--- config.mk ---
export PLATFORM = sky130hd
export DESIGN_NAME = bus_rr_router_flat
export DESIGN_NICKNAME = d
export VERILOG_FILES = /design/src/rtl/bus_rr_router_pkg.sv /design/src/rtl/bus_rr_router_if.sv /design/src/rtl/bus_rr_router_arbiter.sv /design/src/rtl/bus_rr_router.sv /design/src/flat_wrapper.sv
export SDC_FILE = /design/constraint.sdc
export NUM_CORES = 1
export LEC_CHECK = 0
export ABC_AREA = 1
export BUFFER_PORTS_ARGS = -buffer_cell sky130_fd_sc_hd__buf_4
export CORE_ASPECT_RATIO = 0.6
export CORE_MARGIN = 2
export CORE_UTILIZATION = 53
export CTS_CLUSTER_DIAMETER = 60
export DETAILED_ROUTE_END_ITERATION = 10
export GPL_TIMING_DRIVEN = 0
export PLACE_DENSITY = 0.84
export SETUP_SLACK_MARGIN = 0.4
export SLEW_MARGIN = 20
export SYNTH_ARGS = -nofsm -noshare
export SYNTH_HDL_FRONTEND = slang
export SYNTH_SLANG_ARGS = --single-unit
--- constraint.sdc ---
create_clock -name clk -period 4.3 [get_ports clk]
set_clock_uncertainty 0.05 [all_clocks]
set_input_delay 1.075 -clock clk [delete_from_list [all_inputs] [get_ports clk]]
set_output_delay 1.075 -clock clk [all_outputs]
set_load 0.02 [all_outputs]
--- src/rtl/bus_rr_router_pkg.sv ---
// Shared types and helpers for the round-robin bus router.
// Destination decode lives here so the router and its users agree on it.
package bus_rtr_pkg;

  localparam int ID_W = 8;
  localparam int MAX_DRVRS = 16;
  localparam logic [ID_W-1:0] BROADCAST = 8'hFF;

  typedef enum logic [1:0] {
    IDLE,
    POP,
    DELIVER
  } rtr_state_e;

  // Zero mask means the packet is dropped.
  function automatic logic [MAX_DRVRS-1:0] dest_mask(
    input logic [ID_W-1:0] id,
    input logic [3:0]      src,
    input int              drvrs,
    input logic [ID_W-1:0] bcast = BROADCAST
  );
    logic [MAX_DRVRS-1:0] m;
    m = '0;
    if (id == bcast) begin
      for (int i = 0; i < MAX_DRVRS; i++)
        m[i] = (i < drvrs) && (i != int'(src));
    end else if ((int'(id) < drvrs) &&
                 (id != ID_W'(src))) begin
      m[id[3:0]] = 1'b1;
    end
    return m;
  endfunction

endpackage

--- src/rtl/bus_rr_router_if.sv ---
// FIFO-side and terminal-side signals of the router.
// master = agents/FIFOs, slave = router.
interface bus_rr_router_if #(
  parameter int drvrs   = 4,
  parameter int pckg_sz = 16
);

  logic [drvrs-1:0]              pndng;
  logic [drvrs-1:0][pckg_sz-1:0] D_pop;
  logic [drvrs-1:0]              pop;
  logic [drvrs-1:0]              full;
  logic [drvrs-1:0]              push;
  logic [drvrs-1:0][pckg_sz-1:0] D_push;
  logic                          err_drop;

  modport master (
    output pndng, D_pop, full,
    input  pop, push, D_push, err_drop
  );

  modport slave (
    input  pndng, D_pop, full,
    output pop, push, D_push, err_drop
  );

endinterface

--- src/rtl/bus_rr_router_arbiter.sv ---
// Combinational round-robin pick.
// Search starts one past the last grant and wraps.
module rr_arbiter #(
  parameter int drvrs = 4,
  parameter int IW    = 2
) (
  input  logic [drvrs-1:0] req,
  input  logic [IW-1:0]    last_grant,
  output logic [drvrs-1:0] gnt,
  output logic [IW-1:0]    gnt_idx
);

  always_comb begin
    logic        found;
    int          j;
    logic [IW-1:0] idx;
    gnt     = '0;
    gnt_idx = '0;
    found   = 1'b0;
    j       = 0;
    idx     = '0;
    for (int i = 1; i <= drvrs; i++) begin
      j   = (int'(last_grant) + i) % drvrs;
      idx = j[IW-1:0];
      if (!found && req[idx]) begin
        found      = 1'b1;
        gnt[idx]   = 1'b1;
        gnt_idx    = idx;
      end
    end
  end

endmodule

--- src/rtl/bus_rr_router.sv ---
// Shared-bus router: round-robin pop from source FIFOs,
// unicast or broadcast delivery to output terminals.
module bus_rr_router
  import bus_rtr_pkg::*;
#(
  parameter int              drvrs     = 4,
  parameter int              pckg_sz   = 16,
  parameter logic [ID_W-1:0] broadcast = BROADCAST
) (
  input logic            clk,
  input logic            rst,
  bus_rr_router_if.slave bus
);

  localparam int IW = (drvrs > 1) ? $clog2(drvrs) : 1;

  rtr_state_e state_q, state_d;

  logic [IW-1:0]      last_q, last_d;
  logic [IW-1:0]      src_q, src_d;
  logic [pckg_sz-1:0] pkt_q, pkt_d;
  logic [drvrs-1:0]   mask_q, mask_d;
  logic [drvrs-1:0]   pop_q, pop_d;
  logic [drvrs-1:0]   push_q, push_d;
  logic               err_q, err_d;

  logic [drvrs-1:0][pckg_sz-1:0] dpush_q, dpush_d;

  logic [drvrs-1:0]     gnt;
  logic [IW-1:0]        gnt_idx;
  logic [MAX_DRVRS-1:0] mask_raw;
  logic [drvrs-1:0]     mask_now;
  logic                 mask_unused;

  rr_arbiter #(
    .drvrs(drvrs),
    .IW   (IW)
  ) u_arb (
    .req       (bus.pndng),
    .last_grant(last_q),
    .gnt       (gnt),
    .gnt_idx   (gnt_idx)
  );

  assign mask_raw = dest_mask(
    pkt_q[pckg_sz-1 -: ID_W], 4'(src_q),
    drvrs, broadcast);
  assign mask_now    = mask_raw[drvrs-1:0];
  assign mask_unused = ^mask_raw;

  always_ff @(posedge clk) begin
    if (rst) state_q <= IDLE;
    else     state_q <= state_d;
  end

  always_comb begin
    state_d = state_q;
    unique case (state_q)
      IDLE:    if (|bus.pndng) state_d = POP;
      POP:     state_d = (mask_now == '0) ? IDLE : DELIVER;
      DELIVER: if (|push_q) state_d = IDLE;
      default: state_d = IDLE;
    endcase
  end

  // Push in DELIVER only once; push_q marks the delivery cycle.
  always_comb begin
    pkt_d   = pkt_q;
    src_d   = src_q;
    last_d  = last_q;
    mask_d  = mask_q;
    pop_d   = '0;
    push_d  = '0;
    err_d   = 1'b0;
    dpush_d = '0;
    unique case (state_q)
      IDLE: begin
        if (|bus.pndng) begin
          pkt_d  = bus.D_pop[gnt_idx];
          src_d  = gnt_idx;
          last_d = gnt_idx;
          pop_d  = gnt;
        end
      end
      POP: begin
        mask_d = mask_now;
        if (mask_now == '0)
          err_d = 1'b1;
        else if ((bus.full & mask_now) == '0)
          push_d = mask_now;
      end
      DELIVER: begin
        if (push_q == '0 &&
            (bus.full & mask_q) == '0)
          push_d = mask_q;
      end
      default: ;
    endcase
    for (int i = 0; i < drvrs; i++)
      if (push_d[i]) dpush_d[i] = pkt_q;
  end

  always_ff @(posedge clk) begin
    if (rst) begin
      last_q  <= IW'(drvrs - 1);
      src_q   <= '0;
      pkt_q   <= '0;
      mask_q  <= '0;
      pop_q   <= '0;
      push_q  <= '0;
      err_q   <= 1'b0;
      dpush_q <= '0;
    end else begin
      last_q  <= last_d;
      src_q   <= src_d;
      pkt_q   <= pkt_d;
      mask_q  <= mask_d;
      pop_q   <= pop_d;
      push_q  <= push_d;
      err_q   <= err_d;
      dpush_q <= dpush_d;
    end
  end

  assign bus.pop      = pop_q;
  assign bus.push     = push_q;
  assign bus.D_push   = dpush_q;
  assign bus.err_drop = err_q;

endmodule
--- src/flat_wrapper.sv ---
// flat-port wrapper written by rule: the top's interface ports become plain ports
module bus_rr_router_flat import bus_rtr_pkg::*;
#(
  parameter int              drvrs     = 4,
  parameter int              pckg_sz   = 16,
  parameter logic [ID_W-1:0] broadcast = BROADCAST
)
  (clk, rst, bus_pndng, bus_D_pop, bus_full, bus_pop, bus_push, bus_D_push, bus_err_drop);
  bus_rr_router_if #(.drvrs(drvrs), .pckg_sz(pckg_sz)) bus_i ();
  input logic clk;
  input logic rst;
  input wire logic [$bits(bus_i.pndng)-1:0] bus_pndng;
  input wire logic [$bits(bus_i.D_pop)-1:0] bus_D_pop;
  input wire logic [$bits(bus_i.full)-1:0] bus_full;
  output wire logic [$bits(bus_i.pop)-1:0] bus_pop;
  output wire logic [$bits(bus_i.push)-1:0] bus_push;
  output wire logic [$bits(bus_i.D_push)-1:0] bus_D_push;
  output wire logic [$bits(bus_i.err_drop)-1:0] bus_err_drop;
  assign bus_i.pndng = bus_pndng;
  assign bus_i.D_pop = bus_D_pop;
  assign bus_i.full = bus_full;
  assign bus_pop = bus_i.pop;
  assign bus_push = bus_i.push;
  assign bus_D_push = bus_i.D_push;
  assign bus_err_drop = bus_i.err_drop;
  bus_rr_router #(.drvrs(drvrs), .pckg_sz(pckg_sz), .broadcast(broadcast)) u_core (.clk(clk), .rst(rst), .bus(bus_i));
endmodule
==> results of run 1 <==
## worst max-delay path: cells and delay by family, from the launching register on
| family | cells | cell delay, ns |
|---|---|---|
| DFF | 1 | 0.56 |
| and+or+nand+nor | 6 | 0.76 |
| adders and majority gates | 1 | 0.38 |
| buffers and inverters | 3 | 0.53 |
| AOI/OAI and AO/OA | 2 | 0.33 |
## metal layers
metal	vias to the layer above	GRT usage
met3	28	0.09748
met4	0	0.1071
li1	2046	-
met2	225	0.4633
met1	1949	0.3747
met5	-	0
## placed cells by master, fill, tap and decap left out, drive strengths merged
cell	count
a21oi	27
a22o	2
a22oi	2
a32o	1
and2	1
buf	163
clkbuf	13
clkinv	4
clkinvlp	2
dfxtp	99
ha	11
inv	51
nand2	119
nand3	96
nand4	3
nor2	83
nor3	5
nor4	2
o211ai	2
o21ai	14
xnor2	2
## layout make-up
cell class                 instances  area share
sequential                        99      0.3540
buffer                            22     0.02279
clock inverter                     7     0.01073
clock buffer                       9     0.04022
tap                              104     0.02324
timing repair buffer             145      0.1944
inverter                          50     0.03352
multi-input combinational        370      0.3211
## where the power goes
group,internal (mW),total (mW),switching (mW)
Clock,0.402,0.762,0.360
Sequential,1.02,1.10,0.0835
Combinational,0.662,1.90,1.24
Total,2.08,3.76,1.68
## worst paths after layout
| check | slack, ns | from | cells after the start | end |
|---|---|---|---|---|
| max reg2reg | 1.57 | u_core.last_q[0] | 12 | u_core.pkt_q[11] |
| max | 1.57 | u_core.last_q[0] | 12 | u_core.pkt_q[11] |
| min | 0.43 | u_core.pkt_q[1] | 2 | u_core.pkt_q[1] |
| min reg2reg | 0.43 | u_core.pkt_q[1] | 2 | u_core.pkt_q[1] |
## flip-flops by register name, indices dropped and copies added (netlist names)
register	cells
u_core.bus.pop	4
u_core.last_q	2
u_core.bus.push	4
u_core.pkt_q	16
u_core.src_q	2
u_core.bus.D_push	64
u_core.bus.err_drop	1
u_core.mask_q	4
u_core.state_q	2
## metrics by stage
stage                     setup WS [ns]  instance area (sq um)  instances  utilization  hold slack [ns]
after floorplan                   1.910                   4095        541            -           0.3953
final                             1.568                   5599        806       0.7580           0.4277
after CTS                         1.646                   5599        806       0.7580           0.4275
after detailed placement          1.495                   5314        790       0.7193           0.4086
after global placement            1.565                   5314        790       0.7193           0.4076
after global routing              1.404                   5599        806       0.7580           0.4478
## cell families (layout without fill, tap and decap cells)
family | count (synthesis) | after routing | share of synthesized area
adders and majority gates | 11 | 11 | 0.03361
xor gates and xnor gates | 2 | 2 | 0.004278
buffers and inverters | 72 | 233 | 0.07699
and+or+nand+nor | 309 | 309 | 0.3343
AOI/OAI and AO/OA | 48 | 48 | 0.06691
DFF | 99 | 99 | 0.4840
==> results.json, run 1 <==
{
  "synth_seq_area_share": 0.4840,
  "cts_buffers": 9,
  "ys_seq_elements": 99,
  "ys_warn_count": 0,
  "finalCriticalPeriod_ns": 2.732,
  "avgSynthCellArea_sq_um": 7.570,
  "syn-instance-count": 541,
  "numClockSinks": 99,
  "grt_pass1_wl_um": 19330,
  "worst_slew_pin_slew_ns": 0.5725,
  "rsz0062_at_grt": "false",
  "end_kind": "register",
  "critPathMaxStageDelay_ns": 0.56,
  "status": "complete, no violations",
  "start_util": 0.5544,
  "synth_area_leaders": "dfxtp_1 (48%), nand3_1 (11%), nand2_1 (10%), nor2_1 (7.1%), inv_1 (4.2%)",
  "route.detailed.drc": 0,
  "drtIter0Drc": 344,
  "async_flop_share": 0,
  "worstHoldPathType": "register to register",
  "setup_tns_ns": 0,
  "min_period_over_period": 0.6353,
  "powerDensity_mw_per_mm2": 671.5,
  "synth_edf_count": 0,
  "hold_buffers": 0,
  "drive_above_1_share": 0.2835,
  "synth_most_common_cell": "nand2_1",
  "vias": 4248,
  "critical_path_required_ns": 4.46,
  "timing.slew.headroom": 0.6154,
  "slowest_stage": "dfxtp_1",
  "rows": 24,
  "finalWirelength_um": 12150,
  "areaGrowthSynthToFinish_pct": 36.72,
  "layout.nets": 782,
  "die_w_um": 117.5,
  "routedWlPerCell_um": 15.08,
  "clk_latency_ns": 0.35,
  "grt_usage": 0.2906,
  "io-pin-count": 147,
  "dieHeight_um": 72.09,
  "cp-start-kind": "register",
  "synth_common_cells": "nand2_1 (110), dfxtp_1 (99), nand3_1 (94)",
  "final_hold_viol_count": 0,
  "path_cells": "inv_2 -> ha_1 -> inv_1 -> nand3_2 -> nand2_2 -> nor2_2 -> nand2_4 -> o21ai_4 -> buf_4 -> nand3_1 -> nand3_1 -> a21oi_1",
  "route.met2.wl_um": 5242,
  "grt_pass1_vias": 4175,
  "antenna_found_initial": 0,
  "crit_fanout": 10,
  "syn_nets": 626,
  "drv_cap": 0,
  "fp.dieArea_sq_mm": 0.008469,
  "clk_path_buf_depth": 2,
  "worstPathArrival_ns": 2.90,
  "clkTransAtPathRegs_ns": 0.07,
  "place_congestion": 0.9335,
  "setup_viol": 0,
  "post_cts_buffers": 0,
  "synth.distinct_cells": 28,
  "cts_tree": "yes",
  "crit_top_cell": "nand3_1",
  "cts_root_buf": "clkbuf_16",
  "p_leak_nw": 2.707,
  "top_layer_used": "met4",
  "n_fill_cell": 544,
  "vias_per_cell": 5.270,
  "htree_levels": 3,
  "port_buffers": 145,
  "synth_ff_type": "dfxtp_1",
  "wl_met1_um": 5443,
  "fmax_mhz": 366.0,
  "synth.top_cell.area_share": 0.4840,
  "synth.largest_area_cell": "dfxtp_1",
  "maxSlewViolCount": 0,
  "regArea_sq_mm": 0.001982,
  "drt_pass1_iterations": 9,
  "core-area_sq_mm": 0.007387,
  "dpl.hpwl_um": 9423,
  "multi_input_area_sq_mm": 0.001798,
  "netlist_area_sq_mm": 0.004095,
  "finalPower_mw": 3.760,
  "ant_nets": 0,
  "grt_overflow_total": 0,
  "critPathKind": "register to register",
  "antenna_cells": 0,
  "route.met3.wl_um": 1254,
  "cts_resized": 0,
  "grt_max_degree": 19,
  "ir_worst_vdd_uv": 590.8
}
Note: power is estimated with default switching activity, not from simulation.
==> inputs of run 2 (changes only) <==
--- a/config.mk
+++ b/config.mk
@@ -5,15 +5,15 @@
 export SDC_FILE = /design/constraint.sdc
 export NUM_CORES = 1
 export LEC_CHECK = 0
-export ABC_AREA = 1
+export ABC_AREA = 0
 export BUFFER_PORTS_ARGS = -buffer_cell sky130_fd_sc_hd__buf_4
 export CORE_ASPECT_RATIO = 0.6
 export CORE_MARGIN = 2
-export CORE_UTILIZATION = 53
+export CORE_UTILIZATION = 52
 export CTS_CLUSTER_DIAMETER = 60
 export DETAILED_ROUTE_END_ITERATION = 10
 export GPL_TIMING_DRIVEN = 0
-export PLACE_DENSITY = 0.84
+export PLACE_DENSITY = 0.81
 export SETUP_SLACK_MARGIN = 0.4
 export SLEW_MARGIN = 20
 export SYNTH_ARGS = -nofsm -noshare
==> constraint.sdc (replaced) <==
create_clock -name clk -period 2.59 [get_ports clk]
set_clock_uncertainty 0.05 [all_clocks]
set_input_delay 0.6475 -clock clk [delete_from_list [all_inputs] [get_ports clk]]
set_output_delay 0.6475 -clock clk [all_outputs]
set_load 0.02 [all_outputs]
==> run 2 against run 1 <==
The run now ends with negative setup slack left. Power increased by 69%. Register-to-register slack got worse by 1.8 ns. Worst setup slack worse by 1.8 ns. Die area is 20% higher. Global-route usage grew 3.0 points. Routed wire length rose by 45%. Flip-flop and latch count unchanged. Critical endpoint is now u_core.pkt_q[8].
==> results.json, run 2 <==
{
  "reg2reg_slack_ns": -0.21,
  "crit_top_cell": "clkbuf_16",
  "drv_cap": 0,
  "critical_path_required_ns": 2.79,
  "ys_warn_count": 0,
  "end_kind": "register",
  "path_cells": "clkbuf_16 -> inv_8 -> ha_4 -> clkbuf_16 -> buf_4 -> mux2i_4 -> mux2i_2 -> a211o_1 -> clkbuf_8 -> and2_4 -> clkbuf_16 -> clkbuf_8 -> o211ai_1",
  "critPathKind": "register to register",
  "dp.cells": 805,
  "grt_pass1_wl_um": 25370,
  "p_leak_nw": 3.286,
  "final_cell_mix": "buf_4 (174), dfxtp_1 (94), and2_4 (52)",
  "clk_latency_ns": 0.34,
  "finalWirelength_um": 17630,
  "route.detailed.drc": 0,
  "startpoint": "u_core.last_q[1]",
  "fp.dieArea_sq_mm": 0.01015,
  "grt_pass1_vias": 4996,
  "numClockSinks": 99,
  "grt_overflow_total": 0,
  "worst_slew_pin_slew_ns": 0.5424,
  "finalCriticalPeriod_ns": 2.804,
  "synth.distinct_cells": 57,
  "start_util": 0.5322,
  "clkTransAtPathRegs_ns": 0.07,
  "vias_per_cell": 6.238,
  "cts_root_buf": "clkbuf_16",
  "async_flop_share": 0,
  "rsz0062_at_grt": "true",
  "syn_nets": 629,
  "grt_max_degree": 16,
  "synth_common_cells": "dfxtp_1 (99), and2_1 (68), clkbuf_1 (44)",
  "min_period_over_period": 1.082,
  "grt_usage": 0.3208,
  "antenna_cells": 0,
  "dieHeight_um": 78.85,
  "final_common_cell": "buf_4",
  "synth.top_cell.area_share": 0.4082,
  "vias": 5365,
  "die_w_um": 128.7,
  "largest_reg_flops": 64,
  "cp-start-kind": "register",
  "r2r_start": "u_core.last_q[1]",
  "maxSlewViolCount": 0,
  "htree_levels": 3,
  "fin_util": 0.8030,
  "n_fill_cell": 537,
  "worstHoldPathType": "input pin to register",
  "routedWlPerCell_um": 20.50,
  "avgSynthCellArea_sq_um": 8.924,
  "clk_path_buf_depth": 2,
  "worst_hold_path.endpoint": "u_core.mask_q[3]",
  "setup_viol": 21,
  "areaGrowthSynthToFinish_pct": 50.88,
  "crit_fanout": 9,
  "cts_buffers": 9,
  "status": "complete, but fails checks",
  "min_delay_path_depth": 2,
  "finalPower_mw": 6.346,
  "worstReg2RegEnd": "u_core.pkt_q[8]",
  "setup_slack_ns": -0.2136,
  "hp-start": "rst",
  "core-area_sq_mm": 0.009121,
  "fin_cells": 860,
  "drt_pass1_iterations": 5,
  "final_hold_viol_count": 0,
  "syn-instance-count": 544,
  "drive_above_1_share": 0.4449,
  "ant_nets": 0,
  "rows": 27,
  "place_congestion": 0.9692,
  "ys_seq_elements": 99,
  "slowest_stage": "dfxtp_4",
  "ir_worst_vdd_uv": 477.5,
  "synth_ff_type": "dfxtp_1",
  "synth_most_common_cell": "dfxtp_1",
  "worstPathArrival_ns": 3.00,
  "dpl.hpwl_um": 11420,
  "synth_area_leaders": "dfxtp_1 (41%), and2_1 (8.8%), mux2i_1 (4.9%), o211ai_1 (4.9%), clkbuf_1 (3.4%)",
  "synth_seq_area_share": 0.4082,
  "io-pin-count": 147,
  "synth.largest_area_cell": "dfxtp_1",
  "critPathMaxStageDelay_ns": 0.37,
  "dp_slack_ns": -0.5020,
  "antenna_found_initial": 0,
  "violations": "negative setup slack",
  "reg2regPathDepth": 13,
  "synth_edf_count": 0,
  "setup_tns_ns": -2.347,
  "cp_num_buf_inv": 7,
  "hold_buffers": 0,
  "cts_tree": "yes",
  "cp_top_family": "buffers and inverters",
  "netlist_area_sq_mm": 0.004855,
  "port_buffers": 145,
  "powerDensity_mw_per_mm2": 866.4,
  "layout.nets": 825,
  "drtIter0Drc": 584,
  "fmax_mhz": 356.7,
  "timing.slew.headroom": 0.6372
}
[run 2: logic make-up (layout without fill, tap and decap cells)]
logic type      count (synthesis)  in the layout  share of synthesized area
mux                            29             29                    0.06108
flops                          99             99                     0.4082
buf+inv                        58            258                    0.04665
simple gates                  214            214                     0.2487
xor+xnor                        2              2                   0.003609
fa+ha+maj                      11             11                    0.02835
compound gates                131            131                     0.2034
[run 2: area by class of cell]
| cell class | instances | area (sq um) | area share |
|---|---|---|---|
| multi-input cells | 387 | 2963 | 0.4045 |
| inverters | 11 | 51.30 | 0.007004 |
| flip-flops and latches | 99 | 1998 | 0.2728 |
| well taps | 116 | 145.1 | 0.01982 |
| plain buffers | 47 | 435.4 | 0.05945 |
| clock buffers | 11 | 242.7 | 0.03314 |
| repair buffers | 185 | 1461 | 0.1995 |
| clock inverters | 4 | 27.53 | 0.003758 |
[run 2: timing repair]
action / CTS / global route
gates cloned: 3 / 2
resized for setup: 58 / 114
setup endpoints to repair: 92 / 93
pin swaps: 18 / 27
setup buffers: 23 / 12
[run 2: worst max-delay path by stage]
stage / to / slack (ns) / cells after the start
after floorplan: u_core.pkt_q[10] / -0.03 / 13
after global placement: u_core.pkt_q[4] / -0.47 / 10
after detailed placement: u_core.pkt_q[4] / -0.50 / 10
after CTS: u_core.pkt_q[9] / -0.12 / 13
after global routing: u_core.pkt_q[8] / -0.34 / 10
final: u_core.pkt_q[8] / -0.21 / 13
[run 2: power breakdown]
part | switching, mW | leakage, nW | internal (mW)
Sequential | 0.152 | 0.804 | 1.68
Clock | 0.545 | 0.135 | 0.672
Combinational | 1.72 | 2.35 | 1.58
Total | 2.42 | 3.29 | 3.93
[run 2: stage by stage]
stage	hold slack (ns)	cell area, sq um
after floorplan	0.4225	5019
after global placement	0.4544	6252
after detailed placement	0.4649	6252
after CTS	0.4676	6958
after global routing	0.4807	7325
final	0.4829	7325
[run 2: layer usage]
metal  vias to the layer above  global-route usage  part of all wire
met5                         -                   0                 0
met4                         0             0.07935             0.027
met3                        67             0.08154              0.10
met2                       372              0.5005              0.44
met1                      2562              0.4464              0.43
li1                       2364                   -                 -
==> inputs of run 3 (changes only) <==
--- a/config.mk
+++ b/config.mk
@@ -5,15 +5,15 @@
 export SDC_FILE = /design/constraint.sdc
 export NUM_CORES = 1
 export LEC_CHECK = 0
-export ABC_AREA = 0
+export ABC_AREA = 1
 export BUFFER_PORTS_ARGS = -buffer_cell sky130_fd_sc_hd__buf_4
 export CORE_ASPECT_RATIO = 0.6
 export CORE_MARGIN = 2
-export CORE_UTILIZATION = 52
+export CORE_UTILIZATION = 49
 export CTS_CLUSTER_DIAMETER = 60
 export DETAILED_ROUTE_END_ITERATION = 10
 export GPL_TIMING_DRIVEN = 0
-export PLACE_DENSITY = 0.81
+export PLACE_DENSITY = 0.79
 export SETUP_SLACK_MARGIN = 0.4
 export SLEW_MARGIN = 20
 export SYNTH_ARGS = -nofsm -noshare
==> run 3 against run 2 <==
The run now ends clean. Combinational power increased by 6.7%. Fmax increased by 34%. Final area decreased by 19%. Sequential power about the same. Critical path depth increased by 1.
==> results.json, run 3 (same netlist as run 1, synthesis figures left out) <==
{
  "drv_cap": 0,
  "drive_above_1_share": 0.3091,
  "placed_area_sq_mm": 0.005320,
  "setup_slack_ns": 0.5054,
  "rsz0062_at_grt": "false",
  "fin_cells": 823,
  "reg2regPathDepth": 14,
  "setup_viol": 0,
  "crit_top_cell": "nand3_1",
  "critical_path_required_ns": 2.74,
  "antenna_cells": 0,
  "min_period_over_period": 0.8049,
  "multi_input_area_sq_mm": 0.001886,
  "port_buffers": 145,
  "cp_num_buf_inv": 3,
  "regArea_sq_mm": 0.001989,
  "vias": 4258,
  "clk_latency_ns": 0.34,
  "layout.nets": 795,
  "vias_per_cell": 5.174,
  "path_cells": "inv_8 -> ha_4 -> inv_2 -> nand3_1 -> nand2_2 -> nor2_4 -> nand2_4 -> nand2_8 -> nand2_4 -> buf_4 -> nand2_1 -> nand3_1 -> nand3_1 -> a21oi_1",
  "cts_tree": "yes",
  "powerDensity_mw_per_mm2": 1143,
  "die_w_um": 122.0,
  "grt_max_degree": 17,
  "worstPathArrival_ns": 2.23,
  "final_common_cell": "buf_4",
  "clkTransAtPathRegs_ns": 0.06,
  "worst_slew_pin_slew_ns": 0.5312,
  "grt_pass1_vias": 4080,
  "core-area_sq_mm": 0.007976,
  "slowest_stage": "dfxtp_4",
  "cp-start-kind": "register",
  "maxSlewViolCount": 0,
  "ant_nets": 0,
  "grt_pass1_wl_um": 19020,
  "critPathKind": "register to register",
  "r2r_start": "u_core.last_q[1]",
  "hp-start": "u_core.pkt_q[0]",
  "worstHoldPathType": "register to register",
  "fmax_mhz": 479.7,
  "drtIter0Drc": 387,
  "final_cell_mix": "buf_4 (163), nand2_1 (109), dfxtp_1 (97)",
  "status": "complete, no violations",
  "place_congestion": 0.9134,
  "drt_pass1_iterations": 5,
  "dpl.hpwl_um": 9286,
  "dp_slack_ns": 0.05085,
  "areaGrowthSynthToFinish_pct": 44.24,
  "numClockSinks": 99,
  "worstReg2RegEnd": "u_core.pkt_q[8]",
  "crit_fanout": 10,
  "routedWlPerCell_um": 14.64,
  "largest_reg_flops": 64,
  "io-pin-count": 147,
  "critPathMaxStageDelay_ns": 0.38,
  "hold_buffers": 0,
  "final_hold_viol_count": 0,
  "worst_hold_path.endpoint": "u_core.pkt_q[0]",
  "fp.dieArea_sq_mm": 0.009129,
  "timing.slew.headroom": 0.6459,
  "finalPower_mw": 6.753,
  "dieHeight_um": 74.82,
  "clk_path_buf_depth": 2,
  "finalCriticalPeriod_ns": 2.085,
  "fin_util": 0.7405,
  "min_delay_path_depth": 2,
  "htree_levels": 3,
  "finalHoldWorstSlack_ns": 0.4180,
  "n_fill_cell": 617,
  "antenna_found_initial": 0,
  "route.detailed.drc": 0,
  "reg2reg_slack_ns": 0.51,
  "cts_root_buf": "clkbuf_16",
  "grt_usage": 0.2706,
  "p_leak_nw": 2.882,
  "cp_top_family": "simple AND/OR/NAND/NOR gates",
  "cts_buffers": 9,
  "dp.cells": 794,
  "rows": 25,
  "finalWirelength_um": 12050,
  "grt_overflow_total": 0,
  "ir_worst_vdd_uv": 615.9,
  "start_util": 0.5134,
  "end_kind": "register",
  "setup_tns_ns": 0,
  "postLayoutCellArea_sq_mm": 0.005907
}
-- run 3: worst max path at each step --
| stage | startpoint | endpoint | slack, ns | cells past startpoint |
|---|---|---|---|---|
| 2_1_floorplan | u_core.last_q[1] | u_core.pkt_q[7] | 0.43 | 12 |
| 3_3_place_gp | u_core.last_q[1] | u_core.pkt_q[13] | 0.14 | 14 |
| 3_5_place_dp | u_core.last_q[1] | u_core.pkt_q[13] | 0.05 | 12 |
| 4_1_cts | u_core.last_q[1] | u_core.pkt_q[2] | 0.36 | 14 |
| 5_1_grt | u_core.last_q[1] | u_core.pkt_q[13] | 0.40 | 13 |
| 6_report | u_core.last_q[1] | u_core.pkt_q[8] | 0.51 | 14 |
-- run 3: cell type report --
type	count	share of cell area
Clock inverter	5	0.01398
Multi-Input combinational cell	370	0.3192
Tap cell	108	0.02288
Clock buffer	11	0.04109
Timing Repair Buffer	158	0.2029
Sequential cell	99	0.3368
Buffer	22	0.02881
Inverter	50	0.03431
-- run 3: timing repair --
action | in CTS | in global routing
setup buffers | 2 | 11
endpoints found under the setup margin | 51 | 63
pin swaps | 1 | 5
resized for setup | 14 | 29
-- run 3: worst min-delay path, cell delays in order (launching register included) --
cell     delay, ns
dfxtp_1       0.31
nand2_1       0.06
a21oi_1       0.06
-- run 3: per-layer routing --
metal  GRT usage  wire [um]
met1      0.3451       5195
met2      0.4488       5462
met3     0.09545       1258
met4     0.06386        128
met5           0          0
-- run 3: report_power, final --
group,leakage (nW),internal (mW),switching (mW)
registers,0.803,1.69,0.123
logic,1.92,1.35,2.17
clock network,0.161,0.877,0.539
total,2.88,3.92,2.83
